$ cat src/rtl/conv_pkg.sv
// conv_pkg: shared constants and types for the convolution post-processing stages.
//   CONV_DATA_W  default sample width (signed two's complement)
//   CONV_MAP_W   default input map width/height
//   pix_t        signed sample type at the default width
//   pool_state_t row-phase state of the max-pool stage
package conv_pkg;

  localparam int unsigned CONV_DATA_W = 16;
  localparam int unsigned CONV_MAP_W  = 4;

  typedef logic signed [CONV_DATA_W-1:0] pix_t;

  typedef enum logic [1:0] {
    IDLE,
    ROW_EVEN,
    ROW_ODD
  } pool_state_t;

endpackage

$ cat src/rtl/pool_max2.sv
// pool_max2: combinational signed two-input maximum.
//   i_a, i_b  signed operands
//   o_max     the larger operand (either one on a tie; they are equal)
module pool_max2
  import conv_pkg::*;
#(
  parameter int unsigned W = CONV_DATA_W
) (
  input  logic signed [W-1:0] i_a,
  input  logic signed [W-1:0] i_b,
  output logic signed [W-1:0] o_max
);

  assign o_max = (i_a > i_b) ? i_a : i_b;

endmodule

$ cat src/rtl/conv_maxpool.sv
// conv_maxpool: streaming 2x2 / stride-2 max pooling of a MAP_W x MAP_W row-major map.
//   clk        rising-edge clock
//   rst_n      asynchronous active-low reset
//   in_valid   one input sample this cycle (gaps allowed, no back-pressure)
//   in_data    signed input sample
//   out_valid  one-cycle pulse per pooled sample, one cycle after the window completes
//   out_data   signed pooled sample, 0 whenever out_valid is low
// Optional build macro CONV_MAXPOOL_RELU_EN: clamp negative pooled results to 0.
// Only a half-row of horizontal maxima is kept in the line buffer.
module conv_maxpool
  import conv_pkg::*;
#(
  parameter int unsigned DATA_W = CONV_DATA_W,
  parameter int unsigned MAP_W  = CONV_MAP_W
) (
  input  logic                     clk,
  input  logic                     rst_n,
  input  logic                     in_valid,
  input  logic signed [DATA_W-1:0] in_data,
  output logic                     out_valid,
  output logic signed [DATA_W-1:0] out_data
);

  localparam int unsigned CntW    = (MAP_W > 1) ? $clog2(MAP_W) : 1;
  localparam int unsigned LbDepth = MAP_W / 2;
  localparam int unsigned LbIdxW  = (LbDepth > 1) ? $clog2(LbDepth) : 1;
  localparam logic [CntW-1:0] LastIdx = CntW'(MAP_W - 1);

  pool_state_t r_state, w_state_next;

  logic [CntW-1:0]          r_col_cnt, r_row_cnt;
  logic signed [DATA_W-1:0] r_hold;
  logic signed [DATA_W-1:0] r_linebuf [LbDepth];
  logic                     r_out_valid;
  logic signed [DATA_W-1:0] r_out_data;

  logic                     w_col_last, w_row_last, w_odd_col, w_even_row, w_fire;
  logic [LbIdxW-1:0]        w_lb_idx;
  logic signed [DATA_W-1:0] w_lb_rd, w_hmax, w_vmax, w_result;

  assign w_col_last = (r_col_cnt == LastIdx);
  assign w_row_last = (r_row_cnt == LastIdx);
  assign w_odd_col  = r_col_cnt[0];
  // IDLE only ever sees the first beat of a frame, which sits on row 0.
  assign w_even_row = (r_state != ROW_ODD);
  assign w_lb_idx   = LbIdxW'(r_col_cnt >> 1);
  assign w_lb_rd    = r_linebuf[w_lb_idx];
  // Bottom-right element of a 2x2 window.
  assign w_fire     = in_valid && !w_even_row && w_odd_col;

  pool_max2 #(.W(DATA_W)) u_hmax (
    .i_a   (r_hold),
    .i_b   (in_data),
    .o_max (w_hmax)
  );

  pool_max2 #(.W(DATA_W)) u_vmax (
    .i_a   (w_hmax),
    .i_b   (w_lb_rd),
    .o_max (w_vmax)
  );

`ifdef CONV_MAXPOOL_RELU_EN
  assign w_result = w_vmax[DATA_W-1] ? '0 : w_vmax;
`else
  assign w_result = w_vmax;
`endif

  always_comb begin
    w_state_next = r_state;
    unique case (r_state)
      IDLE: begin
        if (in_valid) w_state_next = w_col_last ? ROW_ODD : ROW_EVEN;
      end
      ROW_EVEN: begin
        if (in_valid && w_col_last) w_state_next = ROW_ODD;
      end
      ROW_ODD: begin
        if (in_valid && w_col_last) w_state_next = w_row_last ? IDLE : ROW_EVEN;
      end
      default: w_state_next = IDLE;
    endcase
  end

  always_ff @(posedge clk or negedge rst_n) begin
    if (!rst_n) begin
      r_state   <= IDLE;
      r_col_cnt <= '0;
      r_row_cnt <= '0;
    end else begin
      r_state <= w_state_next;
      if (in_valid) begin
        if (w_col_last) begin
          r_col_cnt <= '0;
          r_row_cnt <= w_row_last ? '0 : r_row_cnt + CntW'(1);
        end else begin
          r_col_cnt <= r_col_cnt + CntW'(1);
        end
      end
    end
  end

  always_ff @(posedge clk or negedge rst_n) begin
    if (!rst_n) begin
      r_hold <= '0;
      for (int unsigned i = 0; i < LbDepth; i++) r_linebuf[i] <= '0;
    end else if (in_valid) begin
      if (!w_odd_col) r_hold <= in_data;
      else if (w_even_row) r_linebuf[w_lb_idx] <= w_hmax;
    end
  end

  always_ff @(posedge clk or negedge rst_n) begin
    if (!rst_n) begin
      r_out_valid <= 1'b0;
      r_out_data  <= '0;
    end else begin
      r_out_valid <= w_fire;
      r_out_data  <= w_fire ? w_result : '0;
    end
  end

  assign out_valid = r_out_valid;
  assign out_data  = r_out_data;

endmodule

$ cat config.mk
export PLATFORM = sky130hd
export DESIGN_NAME = conv_maxpool
export DESIGN_NICKNAME = d
export VERILOG_FILES = /design/src/rtl/conv_pkg.sv /design/src/rtl/pool_max2.sv /design/src/rtl/conv_maxpool.sv
export SDC_FILE = /design/constraint.sdc
export NUM_CORES = 1
export LEC_CHECK = 0
export ABC_AREA = 1
export CAP_MARGIN = 20
export CORE_ASPECT_RATIO = 1.75
export CORE_UTILIZATION = 40
export CTS_CLUSTER_DIAMETER = 150
export CTS_CLUSTER_SIZE = 40
export DETAILED_ROUTE_END_ITERATION = 8
export GPL_ROUTABILITY_DRIVEN = 1
export HOLD_SLACK_MARGIN = 0.1
export PLACE_DENSITY = 0.7
export SLEW_MARGIN = 20
export SYNTH_ARGS = -nofsm -noshare
export SYNTH_HDL_FRONTEND = slang
export SYNTH_SLANG_ARGS = --single-unit
export TNS_END_PERCENT = 10
$ cat constraint.sdc
create_clock -name clk -period 7.1 [get_ports clk]
set_input_delay 2.13 -clock clk [delete_from_list [all_inputs] [get_ports clk]]
set_output_delay 2.13 -clock clk [all_outputs]
set_load 0.01 [all_outputs]
==> results by group <==
Drt
  • DR WL/cell: around 13 um
  • Antenna Nets Post-Route: 0
  • Detailed Route WL: between 8000 and 9000 um
  • Vias per inst: about 5.0
  • Remaining DRCs: 0
  • Via count: 3284
  • Iteration count of the initial detailed-routing pass: 4
  • Initial DRC count: 160

Clock network
  • Clk root buf: clkbuf_16
  • Clock latency on the worst-skew pair: approximately 0.33 ns
  • CTS buffer count: 9
  • # clock sinks: 71
  • CTS tree: yes
  • Cts hold-fix bufs: 0
  • Post-CTS Setup Inserts: 0
  • H-tree Lvls: 3
  • Cts repair resizes: 0
  • Worst-path clk slew: 0.05 ns
  • Clock Tree Buf Depth: 2

Logic synthesis
  • Mapped Avg Cell Area: ~8.2 um^2
  • Seq cells post-synth: 71
  • Post-synthesis adder-cell area fraction: 0.101
  • Compound-Gate Fraction of Synth Area: 0.111
  • Top cells by area, synth: dfrtp_1 43%, nand2_1 12%, ha_1 10%
  • Top-count cell post-synth: nand2_1
  • Top post-synthesis cells by count: 126 x nand2_1, 71 x dfrtp_1, 54 x inv_1, 35 x o21ai_0, 34 x o21ai_1
  • Synthesized net count: approximately 550
  • Mapped cell area: 4090 um^2
  • Leading area contributor after synthesis: dfrtp_1
  • Synth Area in Simple Gates: 0.236
  • Ys flop type: dfrtp_1
  • Mux contribution to synthesized area: 0.0343
  • Post-synth EDFFs: 0
  • Xor/xnor share of the synthesized area: 0
  • Ys Warns: 0
  • Ys async rst share: 1.00
  • Gate Count Post-Synth: 499
  • Top cell type's share of synthesized area: 0.435
  • Fraction of the yosys area taken by sequential cells: 0.435
  • Main combinational cell family by area after synthesis: simple AND/OR/NAND/NOR gates
  • Netlist cell types: 32

GRT
  • Vias in the first global route: 3272
  • Grt peak-use layer: met2
  • Met2 GRT Util: 0.334
  • Met1 Use GR: 0.183
  • GRT Residual Overflow: 0
  • Largest net degree at the start of global routing: 72
  • Antenna violations before repair: 0
  • Tot GR Track Use: 0.178
  • Routing usage on met3: 0.0330
  • First-pass GRT wire length: between 10000 and 15000 um

Die
  • DIE WIDTH: 78.4 um
  • Core Area: 9910 um^2
  • Row count: 48
  • Total I/O pin count: 36
  • DIE HEIGHT: 136 um
  • Die area: 10600 um^2
  • Starting density of the core: 0.412

Critical path
  • CP Data Required Time: between 7 and 8 ns
  • CP most frequent cell: nand2_1
  • Reg-to-Reg End: out_data[0]$_DFF_PN0_
  • CP Capture Type: register
  • Critical R2R Launch: r_hold[15]$_DFFE_PN0P_
  • Bufs and invs on worst path: 4
  • Worst path top cell family by delay: simple AND/OR/NAND/NOR gates
  • Setup Crit Path Kind: in -> reg
  • R2R Setup Slk: 2.98 ns
  • WP data arrival: around 6.3 ns
  • Crit-path max FO: 32
  • Crit path largest cell delay: 0.50 ns
  • Crit-path slowest cell: clkdlybuf4s50_1
  • Critical path, cell by cell: clkdlybuf4s50_1 > inv_1 > ha_1 > nand2_1 > nand2_1 > nand2_1 > nand2_1 > nand2_1 > nand2_1 > nand2_1 > nand2_1 > nand2_2 > nand3_4 > o21ai_1 > inv_1 > ha_1 > nand4_1 > nor2_1 > and3_1 > nand3_1 > nand3_4 > nand2_1 > inv_1 > nor2_1
  • FF-to-FF path depth: 18
  • Startpoint types: primary input

STA
  • Final Hold Viols: 0
  • Final setup vio count: 0
  • Slew headroom: 0.291
  • Final period utilization: 0.854
  • Max Clk Rate: 165 MHz
  • RSZ-0062 raised after global routing: false
  • Fin Hold WS: around 0.48 ns
  • TNS Setup: 0 ns
  • Slew Limit Fails: 0
  • Final min period: 6.06 ns
  • Clock skew: 0.00718 ns
  • Worst-Margin Slew: 1.06 ns

Place
  • Final RePlAce weighted congestion: ~0.87
  • DP HPWL: approximately 6500 um
  • Port Buffers: 35
  • Placed Area: about 4500 um^2

Worst hold path
  • Hold Crit Endpoint: r_state[1]$_DFFE_PN0P_
  • Worst min path class: reg -> reg
  • Min-delay src: r_state[1]$_DFFE_PN0P_
  • Hold depth: 1

Cells and area
  • Fillcell total: 942
  • Fin area: 4810 um^2
  • Post-Route Utilization: 0.485
  • Fin nets: 581
  • Area Overhead vs Synth: 17.7%
  • Layout cells sized above 1: 0.121
  • Antenna diodes: 0

Outcome
  • Status: completed

Run
  • Max-Cap Viols: 0
how the worst max path moves through the flow:
stage | from | end | slack (ns) | cells after the start
floorplan | in_data[15] | out_data[10]$_DFF_PN0_ | 1.89 | 23
global placement | in_data[1] | out_data[0]$_DFF_PN0_ | 0.78 | 24
detailed placement | in_data[1] | out_data[0]$_DFF_PN0_ | 0.71 | 24
CTS | in_data[1] | out_data[0]$_DFF_PN0_ | 1.05 | 24
global route | in_data[5] | out_data[0]$_DFF_PN0_ | 0.65 | 22
finish | in_data[1] | out_data[0]$_DFF_PN0_ | 1.04 | 24
cell usage in the layout (no fill, tap or decap), types with 2 or more instances in the layout:
cell and instances:
clkdlybuf4s50_1 34, nand2_1 126, nand3_1 7, buf_4 2, nand4_1 20, dfrtp_1 71, clkbuf_16 9, clkbuf_1 2
ha_1 33, nand2_2 15, inv_1 54, o21ai_0 35, inv_2 14, a21oi_1 11, nand3_4 2, nand3_2 4
nor2_1 17, o21ai_1 34, mux2i_1 14, nor2_2 11
registers in the layout, summed over array words and instances, names as in the netlist:
name / count
r_row_cnt: 2
r_hold: 16
r_linebuf: 32
r_state: 2
r_col_cnt: 2
out_data: 16
out_valid: 1
metal layers:
metal / vias to the layer above / share of wire / wire length [um]
met5: - / 0 / 0
met4: 0 / 0.030 / 255
met3: 17 / 0.029 / 245
met2: 60 / 0.55 / 4700
met1: 1530 / 0.39 / 3340
li1: 1677 / - / -
cell type report:
class	count	area [um^2]	area share
Clock buffer	11	233	0.0484
Multi-Input combinational cell	341	1980	0.411
Clock inverter	2	35.0	0.00728
Tap cell	125	156	0.0325
Timing Repair Buffer	38	375	0.0780
Inverter	68	255	0.0531
Sequential cell	71	1780	0.369
per-stage QoR:
step | setup WS, ns | instances
after floorplan | 1.89 | 499
after global placement | 0.779 | 642
after detailed placement | 0.708 | 643
after CTS | 1.05 | 656
after global routing | 0.655 | 656
final | 1.04 | 656
logic make-up (layout without fill, tap and decap cells):
logic type               after synthesis  after routing
AO/OA/AOI/OAI                         87             87
adder cells (fa/ha/maj)               33             33
buffers and inverters                 87            119
flip-flops                            71             71
multiplexers                          14             14
AND/OR/NAND/NOR                      207            207
Power is left out: the tool's default activity adds up to more than one toggle a clock period on the data nets, which glitch-free logic cannot reach.
